## src/rtl/hud_seg_display.sv

```systemverilog
// HUD display driver: picks one game status value, converts it to BCD with a
// sequential double-dabble engine and scans it onto a 4-digit multiplexed
// 7-segment display with leading-zero blanking, level banner and game-over blink.
module hud_seg_display #(
  parameter int unsigned REFRESH_DIV     = 100_000,
  parameter int unsigned BLINK_DIV       = 25_000_000,
  parameter int unsigned LVL_SHOW_CYCLES = 200_000_000
) (
  input  logic        clk,
  input  logic        rst_n,
  input  logic [12:0] score,
  input  logic [12:0] health,
  input  logic [12:0] lvl,
  input  logic        fail,
  input  logic        next_lvl,
  input  logic [1:0]  sel,
  output logic [3:0]  an,
  output logic [6:0]  seg,
  output logic        dp
);

  localparam int unsigned RefW    = (REFRESH_DIV > 1) ? $clog2(REFRESH_DIV) : 1;
  localparam int unsigned BlinkW  = (BLINK_DIV > 1) ? $clog2(BLINK_DIV) : 1;
  localparam int unsigned BannerW = $clog2(LVL_SHOW_CYCLES + 1);

  localparam logic [1:0] StIdle   = 2'd0;
  localparam logic [1:0] StLoad   = 2'd1;
  localparam logic [1:0] StShift  = 2'd2;
  localparam logic [1:0] StCommit = 2'd3;

  logic               next_lvl_q;
  logic [BannerW-1:0] banner_q, banner_d;
  logic [BlinkW-1:0]  blink_cnt_q, blink_cnt_d;
  logic               blink_q, blink_d;
  logic [RefW-1:0]    ref_q, ref_d;
  logic [1:0]         idx_q, idx_d;
  logic [1:0]         state_q, state_d;
  logic [12:0]        bin_q, bin_d;
  logic [15:0]        bcd_q, bcd_d, bcd_adj;
  logic [3:0]         cnt_q, cnt_d;
  logic [15:0]        disp_q, disp_d;
  logic               snap_hl_q, snap_hl_d;
  logic               disp_hl_q, disp_hl_d;
  logic [3:0]         an_d;
  logic [6:0]         seg_d;
  logic               dp_d;
  logic [12:0]        src;
  logic               src_hl;
  logic               banner_on;
  logic [3:0]         digit;
  logic [3:0]         lz;

  function automatic logic [6:0] seg_code(input logic [3:0] d);
    case (d)
      4'd0:    seg_code = 7'b1000000;
      4'd1:    seg_code = 7'b1111001;
      4'd2:    seg_code = 7'b0100100;
      4'd3:    seg_code = 7'b0110000;
      4'd4:    seg_code = 7'b0011001;
      4'd5:    seg_code = 7'b0010010;
      4'd6:    seg_code = 7'b0000010;
      4'd7:    seg_code = 7'b1111000;
      4'd8:    seg_code = 7'b0000000;
      4'd9:    seg_code = 7'b0010000;
      default: seg_code = 7'b1111111;
    endcase
  endfunction

  // Banner countdown, blink phase and scan position next-state.
  always_comb begin
    banner_d    = banner_q;
    blink_cnt_d = blink_cnt_q + 1'b1;
    blink_d     = blink_q;
    ref_d       = ref_q + 1'b1;
    idx_d       = idx_q;
    if (next_lvl && !next_lvl_q) begin
      banner_d = BannerW'(LVL_SHOW_CYCLES);
    end else if (banner_q != '0) begin
      banner_d = banner_q - 1'b1;
    end
    if (blink_cnt_q == BlinkW'(BLINK_DIV - 1)) begin
      blink_cnt_d = '0;
      blink_d     = ~blink_q;
    end
    if (ref_q == RefW'(REFRESH_DIV - 1)) begin
      ref_d = '0;
      idx_d = idx_q + 1'b1;
    end
  end

  // Source select: the banner overrides sel and forces the level.
  always_comb begin
    banner_on = (banner_q != '0);
    src_hl    = 1'b0;
    if (banner_on) begin
      src = lvl;
    end else begin
      case (sel)
        2'b01:   begin src = health; src_hl = 1'b1; end
        2'b10:   src = lvl;
        default: src = score;
      endcase
    end
  end

  // Double-dabble conversion FSM; disp only changes in COMMIT so digits never tear.
  always_comb begin
    state_d   = state_q;
    bin_d     = bin_q;
    bcd_d     = bcd_q;
    cnt_d     = cnt_q;
    disp_d    = disp_q;
    snap_hl_d = snap_hl_q;
    disp_hl_d = disp_hl_q;
    for (int i = 0; i < 4; i++) begin
      bcd_adj[4*i +: 4] = (bcd_q[4*i +: 4] >= 4'd5) ? bcd_q[4*i +: 4] + 4'd3 : bcd_q[4*i +: 4];
    end
    case (state_q)
      StIdle: state_d = StLoad;
      StLoad: begin
        bin_d     = src;
        bcd_d     = '0;
        cnt_d     = '0;
        snap_hl_d = src_hl;
        state_d   = StShift;
      end
      StShift: begin
        bcd_d = (bcd_adj << 1) | {15'd0, bin_q[12]};
        bin_d = {bin_q[11:0], 1'b0};
        if (cnt_q == 4'd12) begin
          state_d = StCommit;
        end else begin
          cnt_d = cnt_q + 1'b1;
        end
      end
      default: begin
        disp_d    = bcd_q;
        disp_hl_d = snap_hl_q;
        state_d   = StIdle;
      end
    endcase
  end

  // Digit drive for the current scan slot, with leading-zero and blink blanking.
  always_comb begin
    digit = disp_q[{idx_q, 2'b00} +: 4];
    lz[3] = (disp_q[15:12] == 4'd0);
    lz[2] = lz[3] && (disp_q[11:8] == 4'd0);
    lz[1] = lz[2] && (disp_q[7:4] == 4'd0);
    lz[0] = 1'b0;
    if (lz[idx_q] || (fail && blink_q)) begin
      an_d = 4'b1111;
    end else begin
      an_d = ~(4'b0001 << idx_q);
    end
    seg_d = seg_code(digit);
    dp_d  = !((idx_q == 2'd0) && disp_hl_q);
  end

  // Timing state: edge detect, banner, blink and scan counters.
  always_ff @(posedge clk) begin
    if (!rst_n) begin
      next_lvl_q  <= 1'b0;
      banner_q    <= '0;
      blink_cnt_q <= '0;
      blink_q     <= 1'b0;
      ref_q       <= '0;
      idx_q       <= '0;
    end else begin
      next_lvl_q  <= next_lvl;
      banner_q    <= banner_d;
      blink_cnt_q <= blink_cnt_d;
      blink_q     <= blink_d;
      ref_q       <= ref_d;
      idx_q       <= idx_d;
    end
  end

  // Conversion engine and committed display value.
  always_ff @(posedge clk) begin
    if (!rst_n) begin
      state_q   <= StIdle;
      bin_q     <= '0;
      bcd_q     <= '0;
      cnt_q     <= '0;
      disp_q    <= '0;
      snap_hl_q <= 1'b0;
      disp_hl_q <= 1'b0;
    end else begin
      state_q   <= state_d;
      bin_q     <= bin_d;
      bcd_q     <= bcd_d;
      cnt_q     <= cnt_d;
      disp_q    <= disp_d;
      snap_hl_q <= snap_hl_d;
      disp_hl_q <= disp_hl_d;
    end
  end

  // Registered display pins.
  always_ff @(posedge clk) begin
    if (!rst_n) begin
      an  <= 4'b1111;
      seg <= 7'b1111111;
      dp  <= 1'b1;
    end else begin
      an  <= an_d;
      seg <= seg_d;
      dp  <= dp_d;
    end
  end

endmodule

```

## config.mk

```make
export PLATFORM = sky130hd
export DESIGN_NAME = hud_seg_display
export DESIGN_NICKNAME = d
export VERILOG_FILES = /design/src/rtl/hud_seg_display.sv
export SDC_FILE = /design/constraint.sdc
export NUM_CORES = 1
export LEC_CHECK = 0
export CAP_MARGIN = 20
export CORE_MARGIN = 8
export CORE_UTILIZATION = 40
export CTS_CLUSTER_DIAMETER = 40
export DETAILED_ROUTE_END_ITERATION = 8
export GPL_TIMING_DRIVEN = 0
export HOLD_SLACK_MARGIN = 0.05
export PLACE_DENSITY_LB_ADDON = 0.3
export SYNTH_ARGS = -nofsm -noshare
export SYNTH_HDL_FRONTEND = slang
export SYNTH_SLANG_ARGS = --single-unit
```

## constraint.sdc

```tcl
create_clock -name clk -period 4.6 [get_ports clk]
set_input_delay 1.15 -clock clk [delete_from_list [all_inputs] [get_ports clk]]
set_output_delay 1.15 -clock clk [all_outputs]
set_load 0.03 [all_outputs]
```

==> key figures <==
Clock network
  • Clock sink count: 139
  • Root Driver: clkbuf_16
  • Clock latency on the worst-skew pair: 0.42 ns
  • TritonCTS Buffers: 17
  • CTS Hold Buffers Added: 0
  • Post CTS Setup Buffer Count: 0
  • Worst-path clk slew: 0.06 ns
  • H-tree levels: 4
  • Bufs on Longest Clock Path: 2
  • CTS tree: done
  • Post-CTS Resized: 0

Synthesis
  • Top cells by area, synth: dfxtp_1, nor2_1, ha_1, xnor2_1, mux2i_1
  • Synth Instances: 788
  • Post-synth EDFFs: 0
  • Synth top area share: 0.4086
  • Post-synthesis register bit count: 139
  • Top_reg_cell synth: dfxtp_1
  • Mapped Avg Cell Area: 8.642 um2
  • Most common cell in the netlist: dfxtp_1
  • Syn Nets: 861
  • Synth cell count leaders: dfxtp_1, nor2_1, nand2_1, a21oi_1, o21ai_0
  • FFs w/ async S/R, synth: 0
  • Post-synthesis cell type count: 58
  • Yosys Warn Count: 0
  • Cell accounting for the most synthesized area: dfxtp_1
  • Cell area after synthesis: 6810 um2
  • Seq/Total Area, Yosys: 0.4086

Power and ir drop
  • Total Power: 3558 uW
  • Peak supply drop: 0.2986 mV
  • PwrDens: 431.7 nW/um2
  • Leak: 0.002894 uW

Placement
  • Placed cell count: 1,063
  • PortBufs: 55
  • GPL Wtd Cong: 0.7569
  • DP Wirelength: 11,280 um
  • Dpl ws: 1.321 ns

Cells and area
  • Share of layout cells above drive strength 1: 0.06186
  • # diodes: 0
  • Filler Cell Count: 1,625
  • Area Overhead vs Synth: 21.04%
  • Layout Nets: 935
  • Layout Cells excl Fill: 1,093

Route
  • DR vias: 5,715
  • Initial DRC count: 375
  • Drt total wl: 15,740 um
  • Vias per cell: 5.229
  • 1st-pass router iterations: 7
  • # DRC: 0
  • Routed len/inst: 14.40 um
  • Remaining antenna violation count: 0

Critical path
  • Critical path type: in2reg
  • Max stage delay on crit path: 0.48 ns
  • Crit path max fanout: 10
  • CP arrival: 3.21 ns
  • Slowest CP cell: clkdlybuf4s50_1
  • Crit-path cells: clkdlybuf4s50_1 > inv_1 > ha_1 > clkbuf_1 > nor2b_1 > clkbuf_1 > a22o_1 > a21oi_1 > a21oi_1
  • Required @ worst endpoint: 4.95 ns
  • Worst setup EP type: flip-flop
  • Critical path launch point type: input pin

Floorplanning
  • Die height: 146.5 um
  • Initial Utilization: 0.4092
  • IO Count: 57
  • Die ar.: 21,460 um2
  • Row count: 47
  • Die width: 146.5 um
  • Core Region: 16,640 um2

STA
  • RSZ-0062 raised after global routing: no
  • Post-route setup slack: 1.733 ns
  • Setup Total Neg Slack: 0 ns
  • Final setup vio count: 0
  • Final Hold Fails: 0
  • Max-slew violation count: 0
  • Fin crit period: 2.867 ns
  • Clock skew: 0.009213 ns
  • Tcrit/Tclk final: 0.6233
  • Worst-Margin Slew: 0.8928 ns
  • FMAX: 348.7 MHz
  • Rel. slew slack: 0.3993

Status
  • Outcome: finished, final reports clean

GRT
  • Vias in the first global route: 5,584
  • Initial antenna violation count: 0
  • Largest net degree at the start of global routing: 17
  • Total gr overflow: 0
  • First-pass GRT wire length: 26,580 um
  • Tot GR Track Use: 0.1503

Hold path
  • Hold crit path type: reg2reg

Run
  • Max-cap violations: 0
-- metrics by stage --
| stage | hold slack (ns) | util | instance area, um2 |
|---|---|---|---|
| floorplan | 0.3672 | - | 6810 |
| global placement | 0.4116 | 0.4588 | 7636 |
| detailed placement | 0.4161 | 0.4588 | 7636 |
| CTS | 0.4264 | 0.4953 | 8243 |
| global route | 0.4536 | 0.4953 | 8243 |
| finish | 0.4315 | 0.4953 | 8243 |
-- worst paths after layout --
kind / from / endpoint / slack, ns / depth (start not counted)
setup / recovery: sel[0] / bin_q[5] / 1.73 / 9
hold / removal: disp_hl_q / dp / 0.43 / 1
setup reg to reg: banner_q[0] / banner_q[19] / 1.88 / 5
hold reg to reg: disp_hl_q / dp / 0.43 / 1
-- cell families after synthesis --
| kind of cell | share of synthesized area |
|---|---|
| buffers and inverters | 0.04556 |
| muxes | 0.05310 |
| DFF | 0.4086 |
| AOI/OAI and AO/OA | 0.1560 |
| adders and majority gates | 0.05144 |
| and+or+nand+nor | 0.2159 |
| xor gates and xnor gates | 0.06945 |
-- worst max-delay path: cells and delay by family --
family                     cells  cell delay (ns)
buffers and inverters          4             1.13
AOI/OAI and AO/OA              3             0.45
adders and majority gates      1             0.29
and+or+nand+nor                1             0.18
-- flip-flops by register name, indices dropped and copies added, names as in the netlist, 7 cells and up --
| name | cells |
|---|---|
| banner_q | 28 |
| seg | 7 |
| bin_q | 13 |
| ref_q | 17 |
| blink_cnt_q | 25 |
| disp_q | 16 |
| bcd_q | 16 |
-- layout make-up --
cell class,count,area [um2],area share
inverters,36,135.1,0.01639
well taps,220,275.3,0.03339
multi-input cells,572,3717,0.4510
clock inverters,8,142.6,0.01730
repair buffers,55,550.5,0.06679
plain buffers,41,175.2,0.02125
flip-flops and latches,139,2783,0.3376
clock buffers,22,464.2,0.05631
-- power breakdown --
part	internal, uW	switching (uW)	leakage (uW)
clock	927	503	0.000296
sequential	1290	67.7	0.00113
combinational	281	489	0.00147
total	2500	1060	0.00289
-- layout by cell type, fill, tap and decap left out, types with 11 or more instances in the layout --
cell / count
dfxtp_1: 139
nor2_1: 100
nand2_1: 59
clkdlybuf4s50_1: 55
a21oi_1: 50
o21ai_0: 37
inv_1: 34
clkbuf_1: 32
xnor2_1: 30
nand3_1: 28
ha_1: 28
mux2i_1: 26
xor2_1: 24
nor4_1: 18
clkbuf_16: 17
a22o_1: 14
o2bb2ai_1: 12
o31ai_1: 12
and2_1: 11
-- layer usage --
layer,up-vias,track usage,share of wire
met2,72,0.2498,0.49
met4,0,0.05564,0.015
met1,2683,0.1846,0.47
met3,15,0.03708,0.030
li1,2945,-,-
met5,-,0,0
(Power assumes the default switching activity.)
